--- src/rtl/counter_sched.sv ---
// counter_sched: round-robin scheduler sharing one down-counting interval
// counter between two requesters. Optional abort support is enabled by
// defining COUNTER_SCHED_ABORT_EN (adds input abort / output aborted).
module counter_sched #(
   parameter int WIDTH = 4
) (
   input  logic             clock,
   input  logic             clear,
   input  logic             req0,
   input  logic [WIDTH-1:0] len0,
   input  logic             req1,
   input  logic [WIDTH-1:0] len1,
`ifdef COUNTER_SCHED_ABORT_EN
   input  logic             abort,
   output logic             aborted,
`endif
   output logic             gnt0,
   output logic             gnt1,
   output logic             busy,
   output logic [WIDTH-1:0] count,
   output logic             done0,
   output logic             done1
);

   typedef enum logic [1:0] {IDLE, RUN, DONE} state_t;

   state_t           state, state_nx;
   logic             last, last_nx;
   logic             gnt0_nx, gnt1_nx, done0_nx, done1_nx, busy_nx;
   logic [WIDTH-1:0] count_nx;
   logic             win1;
`ifdef COUNTER_SCHED_ABORT_EN
   logic             aborted_nx;
`endif

   // Next-state and next-output logic; every output is registered below.
   always_comb begin
      state_nx = state;
      last_nx  = last;
      gnt0_nx  = gnt0;
      gnt1_nx  = gnt1;
      done0_nx = 1'b0;
      done1_nx = 1'b0;
      count_nx = count;
      win1     = 1'b0;
`ifdef COUNTER_SCHED_ABORT_EN
      aborted_nx = 1'b0;
`endif
      case (state)
         IDLE: begin
            if (req0 || req1) begin
               // On a tie the requester that was not served last wins.
               win1     = req1 && (!req0 || !last);
               last_nx  = win1;
               gnt0_nx  = !win1;
               gnt1_nx  = win1;
               count_nx = win1 ? len1 : len0;
               if (count_nx == '0) begin
                  state_nx = DONE;
                  done0_nx = !win1;
                  done1_nx = win1;
               end else begin
                  state_nx = RUN;
               end
            end
         end
         RUN: begin
`ifdef COUNTER_SCHED_ABORT_EN
            if (abort) begin
               // Count is left frozen so the owner can see how far it got.
               state_nx   = DONE;
               done0_nx   = gnt0;
               done1_nx   = gnt1;
               aborted_nx = 1'b1;
            end else
`endif
            if (count <= WIDTH'(1)) begin
               count_nx = '0;
               state_nx = DONE;
               done0_nx = gnt0;
               done1_nx = gnt1;
            end else begin
               count_nx = count - WIDTH'(1);
            end
         end
         DONE: begin
            state_nx = IDLE;
            gnt0_nx  = 1'b0;
            gnt1_nx  = 1'b0;
            count_nx = '0;
         end
         default: begin
            state_nx = IDLE;
            gnt0_nx  = 1'b0;
            gnt1_nx  = 1'b0;
            count_nx = '0;
         end
      endcase
      busy_nx = (state_nx != IDLE);
   end

   // State and registered outputs; clear wins over everything.
   always_ff @(posedge clock) begin
      if (clear) begin
         state <= IDLE;
         last  <= 1'b1;
         gnt0  <= 1'b0;
         gnt1  <= 1'b0;
         done0 <= 1'b0;
         done1 <= 1'b0;
         busy  <= 1'b0;
         count <= '0;
`ifdef COUNTER_SCHED_ABORT_EN
         aborted <= 1'b0;
`endif
      end else begin
         state <= state_nx;
         last  <= last_nx;
         gnt0  <= gnt0_nx;
         gnt1  <= gnt1_nx;
         done0 <= done0_nx;
         done1 <= done1_nx;
         busy  <= busy_nx;
         count <= count_nx;
`ifdef COUNTER_SCHED_ABORT_EN
         aborted <= aborted_nx;
`endif
      end
   end

endmodule

--- config.mk ---
export PLATFORM = sky130hd
export DESIGN_NAME = counter_sched
export DESIGN_NICKNAME = d
export VERILOG_FILES = /design/src/rtl/counter_sched.sv
export SDC_FILE = /design/constraint.sdc
export NUM_CORES = 1
export LEC_CHECK = 0
export BUFFER_PORTS_ARGS = -buffer_cell sky130_fd_sc_hd__buf_2
export CAP_MARGIN = 20
export CORE_MARGIN = 1.5
export CORE_UTILIZATION = 43
export DETAILED_ROUTE_END_ITERATION = 8
export PLACE_DENSITY_LB_ADDON = 0.2
export SLEW_MARGIN = 30
export SYNTH_ARGS = -nofsm -noshare
export SYNTH_HDL_FRONTEND = slang
export SYNTH_SLANG_ARGS = --single-unit
--- constraint.sdc ---
create_clock -name clock -period 1.3 [get_ports clock]
set_clock_uncertainty 0.1 [all_clocks]
set_input_delay 0.26 -clock clock [delete_from_list [all_inputs] [get_ports clock]]
set_output_delay 0.26 -clock clock [all_outputs]
set_load 0.05 [all_outputs]
* After elaboration in Yosys (flattened, before gate mapping)
Index checks and enable logic that the tools add are counted.
** Storage, ports and cells
- Word-level logic and storage cells :: 44
- Register bits :: 12
- Input bits :: 12
** Operators by class
- Equal/unequal tests :: 2
- Order comparisons :: 1
- Bitwise operators :: 1
- Multiplexer cells :: 20
- Add/sub/neg operators :: 1
- Reduce and logical (&&, ||, !) cells :: 11
** Operator list (count)
- $mux 4 :: 3
- $mux 1 :: 8
- $pmux 1 s2 :: 4
- $pmux 4 s2 :: 1
- $mux 2 :: 3
- $le 4x1->1 const B :: 1
- $logic_not 4->1 :: 1
- $pmux 2 s2 :: 1
- $reduce_and 2->1 :: 2
- $sub 4x1->4 const B :: 1
- $logic_not 1->1 :: 3
- $eq 2x1->1 const B :: 1
- $logic_not 2->1 :: 1
- $logic_or 1x1->1 :: 2
- $ne 2x2->1 const B :: 1
- $reduce_bool 2->1 :: 1
- $logic_and 1x1->1 :: 1
- $not 1->1 :: 1

* Longest topological paths before layout
- Depth after elaboration :: 9
- Mapped depth :: 6

* Worst setup path after synthesis
OpenSTA, ideal clock, no wires.
- Path kind :: register to register
- From :: reg count[0]
- To :: reg count[3]
- Data required time :: 1.086 ns
- Data arrival time :: 1.588 ns
- Path slack :: -0.502 ns
- Library setup time :: 0.114 ns
- Buffers on the path :: 0
- Stages on the path, launching flop included :: 6
- Path through :: dfxtp_1 > ha_1 > nor2_1 > o31ai_1 > o32ai_1 > a21o_1
** On the way
- Longest elaborated chain between the ends :: 3
** RTL lines
- start, declared :: line 20 : output logic [WIDTH-1:0] count,
- start signal, assigned :: line 124 : count <= count_nx;
- $sub 4x1->4 / $le 4x1->1 (equally long branches) :: line 83, 77
- $mux 4 (*) :: line 77 : if (count <= WIDTH'(1)) begin
- $pmux 4 s2 (*) :: line 49 : case (state)
Mark *: on every way between the ends. The rest lies on a longest branch, timed or not.
A chain may end at the register's enable or synchronous reset.

* Worst setup path after layout
- From :: reg count[0]
- To :: reg count[1]
The elaborated chain is that of the path after synthesis.

==> impl_metrics.yaml <==
status:
  violations: "setup timing"
  status: "finished, violations left"
final_layout:
  fillers: 100
  antenna_cells: 0
  final_cells: 130
  drive_above_1_share: 0.530
  syn_to_final_growth_pct: 59.1
  layout.nets: 130
run:
  maxCapViolCount: 0
detailed_routing:
  vias: 738
  routedWlPerCell_um: 13.6
  drt_wl_total_mm: 1.77
  firstDrtPassIters: 4
  route.detailed.drc: 0
  drt_iter0_markers: 25
  ant_nets: 0
  via_per_inst: 5.68
min_path:
  hold_class: "in2reg"
  holdPathStages: 2
  hold_path_startpoint: "clear"
placed_design:
  placed_cells: 123
  routabilityCongestion: 0.846
  io_buffers: 20
  dpl.hpwl_mm: 1.30
die:
  die_area_sq_um: 1760
  floorplan.initialDensity: 0.479
  num_rows: 13
  die_y_um: 42.0
  die_x_um: 42.0
  coreArea_sq_um: 1370
  ios: 21
sta:
  fmax_mhz: 733
  rsz0062_at_grt: "yes"
  fin_ws_ns: -0.0651
  fin_setup_tns_ns: -0.211
  post-route-period-util: 1.05
  setup_violations: 6
  relSlewSlack: 0.756
  period_needed_ns: 1.37
  finalHoldViolCount: 0
  drv_slew: 0
  worst_slew_pin_slew_ns: 0.362
setup_path:
  cp-start-kind: "flop"
  cp-end-kind: "flop"
  worst_ep_required_time_ns: 1.42
  r2r_slack_ns: -0.07
  crit_arrival_ns: 1.48
  crit_end: "count[1]"
  regToRegEndpoint: "count[1]"
  rr_worst_depth: 6
  r2r_start: "count[0]"
  cp_max_fo: 4
  critPathLaunch: "count[0]"
  path_class: "reg2reg"
synth:
  syn-cell-area_sq_um: 654
  ys_types: 30
  syn_inst: 74
  syn_avg_cell_area_sq_um: 8.84
  yosys_warnings: 0
  synth_nets: 88
  synth_seq_cells: 12
  ys_seq_area_frac: 0.367
global_route:
  grt-ovfl-total: 0
  grt_max_degree: 9
  grt_pass1_vias: 727
  grt_pass1_wl_mm: 3.06
  grt_use_total: 0.227
  antenna_found_initial: 0
clocking:
  htreeDepth: 1
  clock_path_buffers: 2
  cts-root-buf: "clkbuf_4"
  clock-sinks: 12
  hold_buffers: 0
  cts_tree: "done"
  clk_pin_slew_worst_paths_ns: 0.09
  numCtsBuffers: 3
  clk_latency_ns: 0.27
pwr:
  p_per_area_nw_per_um2: 1450
  power_mw: 1.51
  ir_drop_v: 0.000976
  leakagePower_nw: 0.474
how the worst min path moves through the flow:
stage | end | slack, ns
global route | last | 0.13
global placement | done0 | 0.38
finish | last | 0.14
floorplan | count[0] | 0.22
detailed placement | done0 | 0.38
CTS | last | 0.14
flip-flops by register name (all words and copies together) (netlist names):
| register | flops |
|---|---|
| gnt0 | 1 |
| count | 4 |
| done0 | 1 |
| gnt1 | 1 |
| last | 1 |
| busy | 1 |
| state | 2 |
| done1 | 1 |
where the power goes:
part	internal [mW]	switching [mW]	total, mW
clock network	0.119	0.131	0.249
registers	0.438	0.0824	0.521
logic	0.349	0.395	0.745
total	0.906	0.608	1.51
per-layer routing:
metal | GRT usage | vias up | share of wire
met5 | 0 | - | 0
met4 | 0.0813 | 0 | 0.0062
met3 | 0.0388 | 2 | 0.072
met2 | 0.369 | 28 | 0.45
met1 | 0.304 | 347 | 0.47
li1 | - | 361 | -
synth_stat cells:
cell | count | area (sq um)
o21a_1 | 1 | 7.51
xnor2_1 | 1 | 8.76
nor3b_1 | 1 | 7.51
a21boi_4 | 1 | 18.8
o31ai_1 | 2 | 15.0
mux2i_1 | 5 | 50.1
a221o_1 | 1 | 10.0
and3_1 | 1 | 6.26
a21oi_1 | 2 | 10.0
o22ai_1 | 1 | 6.26
nand2_1 | 5 | 18.8
nor3_1 | 2 | 10.0
or4_4 | 1 | 11.3
o221a_1 | 1 | 11.3
inv_1 | 6 | 22.5
ha_1 | 2 | 25.0
o221ai_1 | 1 | 8.76
nand4b_1 | 1 | 8.76
o32ai_1 | 2 | 17.5
nor4_1 | 3 | 18.8
a22o_1 | 1 | 8.76
o21ai_0 | 4 | 20.0
nor2b_1 | 3 | 18.8
a21o_1 | 2 | 15.0
a21boi_0 | 1 | 7.51
nor2_1 | 6 | 22.5
dfxtp_1 | 12 | 240
buf_2 | 1 | 5.00
nand3_1 | 1 | 5.00
nand2b_1 | 3 | 18.8
stage by stage:
| step | area (sq um) | hold slack [ns] | worst slack [ns] | utilization |
|---|---|---|---|---|
| CTS | 1020 | 0.137 | -0.0556 | 0.750 |
| global placement | 940 | 0.383 | -0.162 | 0.688 |
| global route | 1040 | 0.134 | -0.129 | 0.762 |
| floorplan | 713 | 0.223 | -0.124 | - |
| detailed placement | 940 | 0.383 | -0.155 | 0.688 |
| finish | 1040 | 0.139 | -0.0651 | 0.762 |
logic make-up after synthesis:
logic type	Yosys count	share of synthesized area
simple gates	27	0.224
compound gates	20	0.239
flops	12	0.367
buf+inv	7	0.0421
mux	5	0.0765
fa+ha+maj	2	0.0382
xor+xnor	1	0.0134
critical path, cell delays in order, from the launching register on:
cell	delay [ns]
dfxtp_4	0.39
inv_2	0.05
ha_4	0.16
nor2_4	0.11
o31ai_4	0.08
o32ai_1	0.30
a21o_1	0.11
final cells by class:
class / count / area [sq um] / share of cell area
sequential: 12 / 256 / 0.246
clock buffer: 4 / 26.3 / 0.0252
tap: 15 / 18.8 / 0.0180
inverter: 6 / 25.0 / 0.0240
timing repair buffer: 38 / 260 / 0.250
multi-input combinational: 55 / 454 / 0.436
cell usage in the layout (no fill, tap or decap), drive strengths merged:
cell type	n
o31ai	2
a21oi	2
nand2b	3
o32ai	2
nor2	6
o22ai	1
o21a	1
a21boi	2
a21o	2
mux2i	5
o221a	1
nand3	1
inv	6
dfxtp	12
nor2b	3
a22o	1
nand4b	1
clkbuf	4
buf	38
nor4	3
nand2	5
ha	2
or4	1
nor3	2
and3	1
a221o	1
nor3b	1
o221ai	1
xnor2	1
o21ai	4
timing repair:
action,CTS,global route
pin swaps,5,2
gates resized for setup,13,5
setup buffers,3,0
setup endpoints to repair,10,11
Power figures use the tool's default switching activity.
